--- src/rtl/pipe_ctrl_pkg.sv ---
// Shared encodings for the pipeline hazard controller: FSM states, forwarding selects
// and the load-use detection rule.
package pipe_ctrl_pkg;

  typedef enum logic [1:0] {
    ST_INIT     = 2'd0,
    ST_RUN      = 2'd1,
    ST_MEM_WAIT = 2'd2
  } state_e;

  localparam logic [1:0] FWD_NONE = 2'b00;
  localparam logic [1:0] FWD_WB   = 2'b01;
  localparam logic [1:0] FWD_MEM  = 2'b10;

  function automatic logic load_use_hazard(
    input logic       exLoad,
    input logic [4:0] exRt,
    input logic [4:0] idRs,
    input logic [4:0] idRt,
    input logic       usesRs,
    input logic       usesRt
  );
    return exLoad && (exRt != 5'd0) &&
           ((usesRs && (idRs == exRt)) || (usesRt && (idRt == exRt)));
  endfunction

endpackage

--- src/rtl/forward_unit.sv ---
// Per-operand forwarding select: MEM result wins over WB, register 0 never forwarded.
module forward_unit
  import pipe_ctrl_pkg::*;
(
  input  logic       i_enable,
  input  logic [4:0] i_srcAddr,
  input  logic       i_memRegWrite,
  input  logic [4:0] i_memDstAddr,
  input  logic       i_wbRegWrite,
  input  logic [4:0] i_wbDstAddr,
  output logic [1:0] o_sel
);

  always_comb begin
    o_sel = FWD_NONE;
    if (i_enable) begin
      if (i_memRegWrite && (i_memDstAddr != '0) && (i_memDstAddr == i_srcAddr)) begin
        o_sel = FWD_MEM;
      end else if (i_wbRegWrite && (i_wbDstAddr != '0) && (i_wbDstAddr == i_srcAddr)) begin
        o_sel = FWD_WB;
      end
    end
  end

endmodule

--- src/rtl/pipeline_hazard_ctrl.sv ---
// 5-stage pipeline hazard controller: post-reset flush, load-use bubble, branch/jump flush,
// data-memory freeze with sticky timeout, forwarding. Optional counters: HAZARD_PERF_CNT_EN.
module pipeline_hazard_ctrl
  import pipe_ctrl_pkg::*;
#(
  parameter int unsigned INIT_CYCLES = 4,
  parameter int unsigned MEM_TIMEOUT = 255
) (
  input  logic        clk_i,
  input  logic        rst_ni,
  input  logic [4:0]  idRsAddr_i,
  input  logic [4:0]  idRtAddr_i,
  input  logic        idUsesRs_i,
  input  logic        idUsesRt_i,
  input  logic [4:0]  exRsAddr_i,
  input  logic [4:0]  exRtAddr_i,
  input  logic        exMemToRead_i,
  input  logic        branchTaken_i,
  input  logic        exJump_i,
  input  logic        memRegWrite_i,
  input  logic [4:0]  memDstAddr_i,
  input  logic        wbRegWrite_i,
  input  logic [4:0]  wbDstAddr_i,
  input  logic        dmemReq_i,
  input  logic        dmemReady_i,
  output logic        pcWrite_o,
  output logic        ifidWrite_o,
  output logic        ifidFlush_o,
  output logic        deWrite_o,
  output logic        deFlush_o,
  output logic        emWrite_o,
  output logic        mwWrite_o,
  output logic [1:0]  forwardA_o,
  output logic [1:0]  forwardB_o,
  output logic        memTimeout_o,
  output logic [1:0]  state_o,
  output logic [31:0] stallCycles_o,
  output logic [31:0] flushCount_o,
  output logic [31:0] memWaitCycles_o
);

  localparam int unsigned ICW = (INIT_CYCLES > 1) ? $clog2(INIT_CYCLES) : 1;
  localparam int unsigned WCW = $clog2(MEM_TIMEOUT + 1);

  state_e         r_state;
  logic [ICW-1:0] r_initCnt;
  logic [WCW-1:0] r_waitCnt;
  logic           r_memTimeout;

  logic w_init;
  logic w_frozen;
  logic w_flush;
  logic w_loadUse;

  // Reset forces the INIT output pattern combinationally, before the state register catches up.
  assign w_init = (r_state == ST_INIT) || !rst_ni;

  always_comb begin
    w_frozen = 1'b0;
    case (r_state)
      ST_RUN:      w_frozen = dmemReq_i && !dmemReady_i;
      ST_MEM_WAIT: w_frozen = !dmemReady_i;
      default:     w_frozen = 1'b0;
    endcase
    if (w_init) w_frozen = 1'b0;
  end

  assign w_flush   = !w_init && !w_frozen && (branchTaken_i || exJump_i);
  assign w_loadUse = !w_init && !w_frozen && !w_flush &&
                     load_use_hazard(exMemToRead_i, exRtAddr_i, idRsAddr_i, idRtAddr_i,
                                     idUsesRs_i, idUsesRt_i);

  assign pcWrite_o    = !w_init && !w_frozen && !w_loadUse;
  assign ifidWrite_o  = w_init || (!w_frozen && !w_loadUse);
  assign ifidFlush_o  = w_init || w_flush;
  assign deWrite_o    = !w_frozen;
  assign deFlush_o    = w_init || w_flush || w_loadUse;
  assign emWrite_o    = !w_frozen;
  assign mwWrite_o    = !w_frozen;
  assign memTimeout_o = r_memTimeout;
  assign state_o      = r_state;

  forward_unit u_fwd_a (
    .i_enable      (!w_init),
    .i_srcAddr     (exRsAddr_i),
    .i_memRegWrite (memRegWrite_i),
    .i_memDstAddr  (memDstAddr_i),
    .i_wbRegWrite  (wbRegWrite_i),
    .i_wbDstAddr   (wbDstAddr_i),
    .o_sel         (forwardA_o)
  );

  forward_unit u_fwd_b (
    .i_enable      (!w_init),
    .i_srcAddr     (exRtAddr_i),
    .i_memRegWrite (memRegWrite_i),
    .i_memDstAddr  (memDstAddr_i),
    .i_wbRegWrite  (wbRegWrite_i),
    .i_wbDstAddr   (wbDstAddr_i),
    .o_sel         (forwardB_o)
  );

  always_ff @(posedge clk_i) begin
    if (!rst_ni) begin
      r_state      <= ST_INIT;
      r_initCnt    <= '0;
      r_waitCnt    <= '0;
      r_memTimeout <= 1'b0;
    end else begin
      case (r_state)
        ST_INIT: begin
          if (r_initCnt == ICW'(INIT_CYCLES - 1)) r_state <= ST_RUN;
          else r_initCnt <= r_initCnt + 1'b1;
        end
        ST_RUN, ST_MEM_WAIT: r_state <= w_frozen ? ST_MEM_WAIT : ST_RUN;
        default: r_state <= ST_INIT;
      endcase
      // Wait counter saturates at MEM_TIMEOUT; the flag stays set while the FSM keeps waiting.
      if (w_frozen) begin
        if (r_waitCnt != WCW'(MEM_TIMEOUT)) r_waitCnt <= r_waitCnt + 1'b1;
        if (r_waitCnt >= WCW'(MEM_TIMEOUT - 1)) r_memTimeout <= 1'b1;
      end else begin
        r_waitCnt <= '0;
      end
    end
  end

`ifdef HAZARD_PERF_CNT_EN
  logic [31:0] r_stallCycles;
  logic [31:0] r_flushCount;
  logic [31:0] r_memWaitCycles;

  always_ff @(posedge clk_i) begin
    if (!rst_ni) begin
      r_stallCycles   <= '0;
      r_flushCount    <= '0;
      r_memWaitCycles <= '0;
    end else if (!w_init) begin
      if (w_loadUse) r_stallCycles   <= r_stallCycles + 32'd1;
      if (w_flush)   r_flushCount    <= r_flushCount + 32'd1;
      if (w_frozen)  r_memWaitCycles <= r_memWaitCycles + 32'd1;
    end
  end

  assign stallCycles_o   = r_stallCycles;
  assign flushCount_o    = r_flushCount;
  assign memWaitCycles_o = r_memWaitCycles;
`else
  assign stallCycles_o   = '0;
  assign flushCount_o    = '0;
  assign memWaitCycles_o = '0;
`endif

endmodule

--- config.mk ---
export PLATFORM = sky130hd
export DESIGN_NAME = pipeline_hazard_ctrl
export DESIGN_NICKNAME = d
export VERILOG_FILES = /design/src/rtl/pipe_ctrl_pkg.sv /design/src/rtl/forward_unit.sv /design/src/rtl/pipeline_hazard_ctrl.sv
export SDC_FILE = /design/constraint.sdc
export NUM_CORES = 1
export LEC_CHECK = 0
export ABC_AREA = 1
export CAP_MARGIN = 20
export CELL_PAD_IN_SITES_DETAIL_PLACEMENT = 0
export CELL_PAD_IN_SITES_GLOBAL_PLACEMENT = 1
export CORE_ASPECT_RATIO = 1.2
export CORE_MARGIN = 3
export CORE_UTILIZATION = 21
export CTS_BUF_LIST = sky130_fd_sc_hd__clkbuf_4 sky130_fd_sc_hd__clkbuf_8
export CTS_CLUSTER_DIAMETER = 120
export DETAILED_ROUTE_END_ITERATION = 8
export PLACE_DENSITY = 0.8
export SLEW_MARGIN = 10
export SYNTH_ARGS = -nofsm -noshare
export SYNTH_HDL_FRONTEND = slang
export SYNTH_HIERARCHICAL = 1
export SYNTH_SLANG_ARGS = --single-unit
--- constraint.sdc ---
create_clock -name clk_i -period 1.25 [get_ports clk_i]
set_input_delay 0.125 -clock clk_i [delete_from_list [all_inputs] [get_ports clk_i]]
set_output_delay 0.125 -clock clk_i [all_outputs]
set_load 0.1 [all_outputs]
**Word-level counts from Yosys, hierarchy flattened**

Cells that the tools add are included.

- Output and inout port bits: 110
- Flip-flop bits (word level): 13
- Bits of input ports: 41
- Word-level logic and storage cells: 67

- Add/sub/neg operators: 2
- Magnitude comparators: 1
- Reduce and logical (&&, ||, !) cells: 37
- Multiplexer cells: 11
- Equal/unequal tests: 11
- Bitwise gates (word level): 1

Operator list:

| cell | number |
|---|---|
| == test 5 bit | 6 |
| logical AND 1 bit | 17 |
| nonzero test 5 bit | 3 |
| two-way mux 2 bit | 6 |
| adder 8 x 1 -> 8 bit (second input constant) | 1 |
| >= comparator 8 bit (second input constant) | 1 |
| inequality test 8 bit (second input constant) | 1 |
| logical NOT 1 bit | 6 |
| logical OR 1 bit | 6 |
| AND reduction 2 bit | 3 |
| == test 2 bit (second input constant) | 2 |
| case mux 2 bit (2 select lines) | 1 |
| two-way mux 1 bit | 3 |
| adder 2 x 1 -> 2 bit (second input constant) | 1 |
| == test 2 x 1 -> 1 bit (second input constant) | 1 |
| logical NOT 2 bit | 1 |
| inequality test 2 x 1 -> 1 bit (second input constant) | 1 |
| case mux 1 bit (2 select lines) | 1 |
| OR reduction 2 bit | 1 |
| inverter 1 bit | 1 |

**Logic depth before layout (Yosys ltp)**

- Depth after elaboration: 13
- Gate-level depth with buffers: 9
- Gate-level depth less buffers: 9

**By module**

Netlist, hierarchy kept.

By module, submodules not included:

| module | cells each | instances | seq. area each (µm²) | area each (µm²) |
|---|---|---|---|---|
| pipeline_hazard_ctrl | 258 | 1 | 260.2 | 1721.7 |
| forward_unit | 60 | 2 | 0.0 | 240.2 |

**Worst setup path after synthesis**

OpenSTA, ideal clock, no wires.

- Path type: reg-to-output
- Start: register r_state[0], in the netlist state_o[0]
- End: output port ifidWrite_o
- Setup slack: -2.359 ns
- Stages on the path, launching flop included: 6
- Arrival: 3.484 ns
- Path buffers: 0
- Data required time: 1.125 ns
- Path through: dfxtp_1 inv_1 ha_1 nand4_4 clkinv_4 a21oi_1

- Word-level cells in the longest chain between the ends: 12
- Elaborated cells between the ends (all ways): 16
- Classes of those cells: 2 x eq/ne; 2 x mux; 12 x reduce/logical

RTL lines:

| what | RTL line | source |
|---|---|---|
| start: declaration | pipeline_hazard_ctrl.sv:45 | `state_e r_state;` |
| start signal: assignment | pipeline_hazard_ctrl.sv:115 | `ST_RUN, ST_MEM_WAIT: r_state <= w_frozen ? ST_MEM_WAIT : ST_RUN;` |
| == test 2 bit, or another cell as far along | pipeline_hazard_ctrl.sv:60 | `case (r_state)` |
| case mux 1 bit (2 select lines) or logical OR 1 bit (tied branches) | pipeline_hazard_ctrl.sv:60, pipeline_hazard_ctrl.sv:56 |  |
| two-way mux 1 bit * | pipeline_hazard_ctrl.sv:65 | `if (w_init) w_frozen = 1'b0;` |
| logical NOT 1 bit * | -- |  |
| named net deWrite_o | pipeline_hazard_ctrl.sv:29 | `output logic deWrite_o,` |
| logical AND 1 bit | pipeline_hazard_ctrl.sv:68, pipeline_hazard_ctrl.sv:69 |  |
| logical AND 1 bit | pipeline_hazard_ctrl.sv:68 | `assign w_flush = !w_init && !w_frozen && (branchTaken_i \|\| exJump_i);` |
| logical NOT 1 bit | pipeline_hazard_ctrl.sv:69 | `assign w_loadUse = !w_init && !w_frozen && !w_flush &&` |
| logical AND 1 bit (2 in a row) | pipeline_hazard_ctrl.sv:69 |  |
| logical NOT 1 bit | pipeline_hazard_ctrl.sv:74 | `assign ifidWrite_o = w_init \|\| (!w_frozen && !w_loadUse);` |
| logical AND 1 bit * | pipeline_hazard_ctrl.sv:74 |  |
| logical OR 1 bit * | pipeline_hazard_ctrl.sv:74 |  |
| end: declaration | pipeline_hazard_ctrl.sv:27 | `output logic ifidWrite_o,` |

The timed path passes the listed nets; every way through them passes the cells marked *.

**Worst setup path after layout**

- Start: register r_state[0], in the netlist state_o[0]
- End: output port ifidWrite_o

- Word-level cells in the longest chain between the ends: 12
- Elaborated cells between the ends (all ways): 16
- Classes of those cells: 2 x eq/ne; 2 x mux; 12 x reduce/logical

RTL lines:

| what | RTL line |
|---|---|
| == test 2 bit, or another cell as far along | pipeline_hazard_ctrl.sv:60 |
| case mux 1 bit (2 select lines) or logical OR 1 bit (tied branches) | pipeline_hazard_ctrl.sv:60, pipeline_hazard_ctrl.sv:56 |
| two-way mux 1 bit | pipeline_hazard_ctrl.sv:65 |
| logical NOT 1 bit | pipeline_hazard_ctrl.sv:68, pipeline_hazard_ctrl.sv:69, pipeline_hazard_ctrl.sv:74 |
| logical AND 1 bit | pipeline_hazard_ctrl.sv:68, pipeline_hazard_ctrl.sv:69 |
| logical AND 1 bit | pipeline_hazard_ctrl.sv:68 |
| logical NOT 1 bit | pipeline_hazard_ctrl.sv:69 |
| logical AND 1 bit (2 in a row) | pipeline_hazard_ctrl.sv:69 |
| logical NOT 1 bit | pipeline_hazard_ctrl.sv:74 |
| logical AND 1 bit | pipeline_hazard_ctrl.sv:74 |
| logical OR 1 bit * | pipeline_hazard_ctrl.sv:74 |

Mark *: on every way between the ends. The rest lies on a longest branch, timed or not.

==> metrics <==
layout cells sized above 1=0.235; Post-synth ARST share=0; critical path depth=10; first-pass GRT wire length=8670 µm; CTS sink cnt=13; skew final=7.61 ps; n_diodes=0; Critical Path AT=1700 ps; met3 wire length=383 µm; Yosys reg bits=13; failing checks=negative setup slack; final wirelength=5550 µm; Fin. Hold Viols=0; worst hold path stage count=2; Port Buffers=54; dominant synthesized flop cell=dfxtp_1; initial core utilization=0.218; die area=11,800 µm²; type of origin of the critical path=flop; post-synth top area cell=buf_4; CTS H-Tree Depth=1; worst setup margin=-571 ps; crit path cell chain=inv_4 > ha_4 > inv_4 > nand2_8 > clkinv_8 > buf_4 > nand4_4 > clkinv_4 > a21oi_4 > buf_12; post-DR vias/cell=3.63; # IOs=151; status=finished with violations; Post-synth top cells=nand2_1, buf_4, inv_1, nor2_1; DRC=0; Synth top area share=0.334; Setup Viol. Count Final=22; Hold Buf Count CTS=0; Mapped Cells=378; slowest CP cell=dfxtp_4; Final min period=1820 ps; RSZ-0062 raised after global routing=true; CP Class=flop to output port; cell area after layout=3310 µm²; CTS buffer count=3; Synth-to-Final Area Change=50.4%; gr ovfl total=0; fmax=549 MHz; Max IR drop VDD=0.423 mV; delay-heaviest family, CP=buffers and inverters; met2 wire length=3140 µm; largest net degree at the start of global routing=8; top-count cell post-synth=nand2_1; nets=518; DIE HEIGHT=118 µm; vias in the first global route=1,973; latest clock arrival within the worst-skew pair=250 ps; core area=10,100 µm²; Setup WS pre-CTS=-574 ps; fillers=1,087; DRT met1 WL=1990 µm; Synth Cell Area=2200 µm²; worst r2r path cells=13; Hold WC Path Type=flop to flop; top cells by area, synth=buf_4, nand2_1, dfxtp_1; Placed Area=3000 µm²; antenna violations before repair=0; Unique masters post-synth=26; clock buffer depth=2; clock transition at the registers of the reported paths=60 ps; First DRT Iteration DRCs=29; final worst-path cycle share=1.46; mean area per synthesized cell=5.83 µm²; Crit path top cell by count=inv_4; Max-Cap Viols=0; post-synthesis sequential area ratio=0.118; Die W=99.5 µm; P per Cell Area=993 nW/µm²; detailed-route wire length per cell=9.32 µm; Crit. End Element=output port; Leakage=1.76 nW; Total Power=0.00329 W; All-Layer GR Usage=0.0884; max-slew violation count=0; Final ANT Viol Nets=0; DRT Pass-1 Iters=4; Via Count=2,162; setup TNS=-9280 ps; hold slack=499 ps; CTS Root Cell=clkbuf_8; warning count from the yosys run=6; RePlAce Congestion=0.890; DR top layer=met4; Post-synth EDFFs=0; critical path peak fanout=4; Crit path buffers/inverters=6; CP max stage delay=360 ps; row count=40; CTS tree=yes; Data required, critical path=1120 ps; post-detail-place hpwl=4710 µm
==> cell type report <==
class / count / area, µm² / area share
clock buffer: 4 / 48.8 / 0.0147
inverter: 64 / 277 / 0.0835
multi-input combinational: 298 / 1550 / 0.469
sequential: 13 / 268 / 0.0808
tap: 126 / 158 / 0.0476
timing repair buffer: 90 / 1010 / 0.304
==> layer usage <==
| layer | up-vias | global-route usage |
|---|---|---|
| met2 | 86 | 0.175 |
| met5 | - | 0 |
| met1 | 944 | 0.0959 |
| met3 | 6 | 0.0142 |
| li1 | 1126 | - |
| met4 | 0 | 0.0188 |
==> worst reg2reg max path: stages (launching register included) <==
cell and delay (ps):
dfxtp_4 380, inv_4 50, ha_4 160, inv_4 70, nand2_8 70, clkinv_8 80
buf_4 110, nand4_4 130, buf_4 180, buf_6 110, buf_6 110, nor2_1 90
nor2_1 50, nor2_1 90
==> state kept, by name, summed over array words and instances, names as in the netlist <==
name,count
memTimeout_o,1
r_initCnt,2
r_waitCnt,8
state_o,2
==> per-stage QoR <==
stage | util | instances
after floorplan | - | 473
after global placement | 0.297 | 580
after detailed placement | 0.297 | 580
after CTS | 0.320 | 590
after global routing | 0.328 | 595
final | 0.328 | 595
==> report_power, final <==
part | switching (W) | internal, W
sequential | 0.0000385 | 0.000460
combinational | 0.00187 | 0.000515
clock | 0.000162 | 0.000247
total | 0.00207 | 0.00122
==> cell usage in the layout (no fill, tap or decap), types with 2 or more instances in the layout <==
cell type        netlist  final
conb_1                 1     96
nor2_4                 1      7
o21ai_0                4      2
buf_4                 98     24
ha_1                   7      4
o21ai_2                0      2
nor2_1                39     32
nand2_8                0      2
clkdlybuf4s50_1        0     37
nor2_2                 1      2
nand2_2                5      6
buf_12                 0     15
dfxtp_4                0      2
nand2_1              100     96
o21ai_1                9      9
nand3_2                1      2
nand3_4                0      2
nand3_1                7      4
a21oi_2                0      2
nand2_4                1      2
inv_2                  6      7
nand4_1                4      4
clkbuf_8               0      3
a21oi_1               13      8
a21oi_4                0      3
inv_4                  0      4
dlymetal6s2s_1         0      2
nor3_4                 0      3
ha_4                   0      3
buf_6                  0     11
dfxtp_1               13     11
inv_1                 57     49
==> final timing paths <==
check / startpoint / endpoint / slack, ps
worst max-delay path: state_o[0]$_SDFFE_PN0N_ / ifidWrite_o / -570
worst min-delay path: r_initCnt[0]$_SDFFE_PN0P_ / r_initCnt[0]$_SDFFE_PN0P_ / 500
worst max register to register: state_o[0]$_SDFFE_PN0N_ / memTimeout_o$_SDFFE_PN0P_ / -490
worst min register to register: r_initCnt[0]$_SDFFE_PN0P_ / r_initCnt[0]$_SDFFE_PN0P_ / 500
==> cells by family (layout without fill, tap and decap cells) <==
| kind of cell | after synthesis | count (layout) | synth area share |
|---|---|---|---|
| other | 1 | 96 | 0.00170 |
| XOR/XNOR | 2 | 2 | 0.00796 |
| flip-flops | 13 | 13 | 0.118 |
| buffers and inverters | 162 | 158 | 0.445 |
| AO/OA/AOI/OAI | 27 | 27 | 0.0625 |
| adder cells (fa/ha/maj) | 7 | 7 | 0.0398 |
| AND/OR/NAND/NOR | 166 | 166 | 0.324 |
==> timing repair <==
item                                   CTS  global route
pin swaps                               15            10
endpoints found under the hold margin    0             0
gates resized for setup                 35            11
buffers inserted                         7             6
setup endpoints to repair               23            24
(Power assumes the default switching activity.)
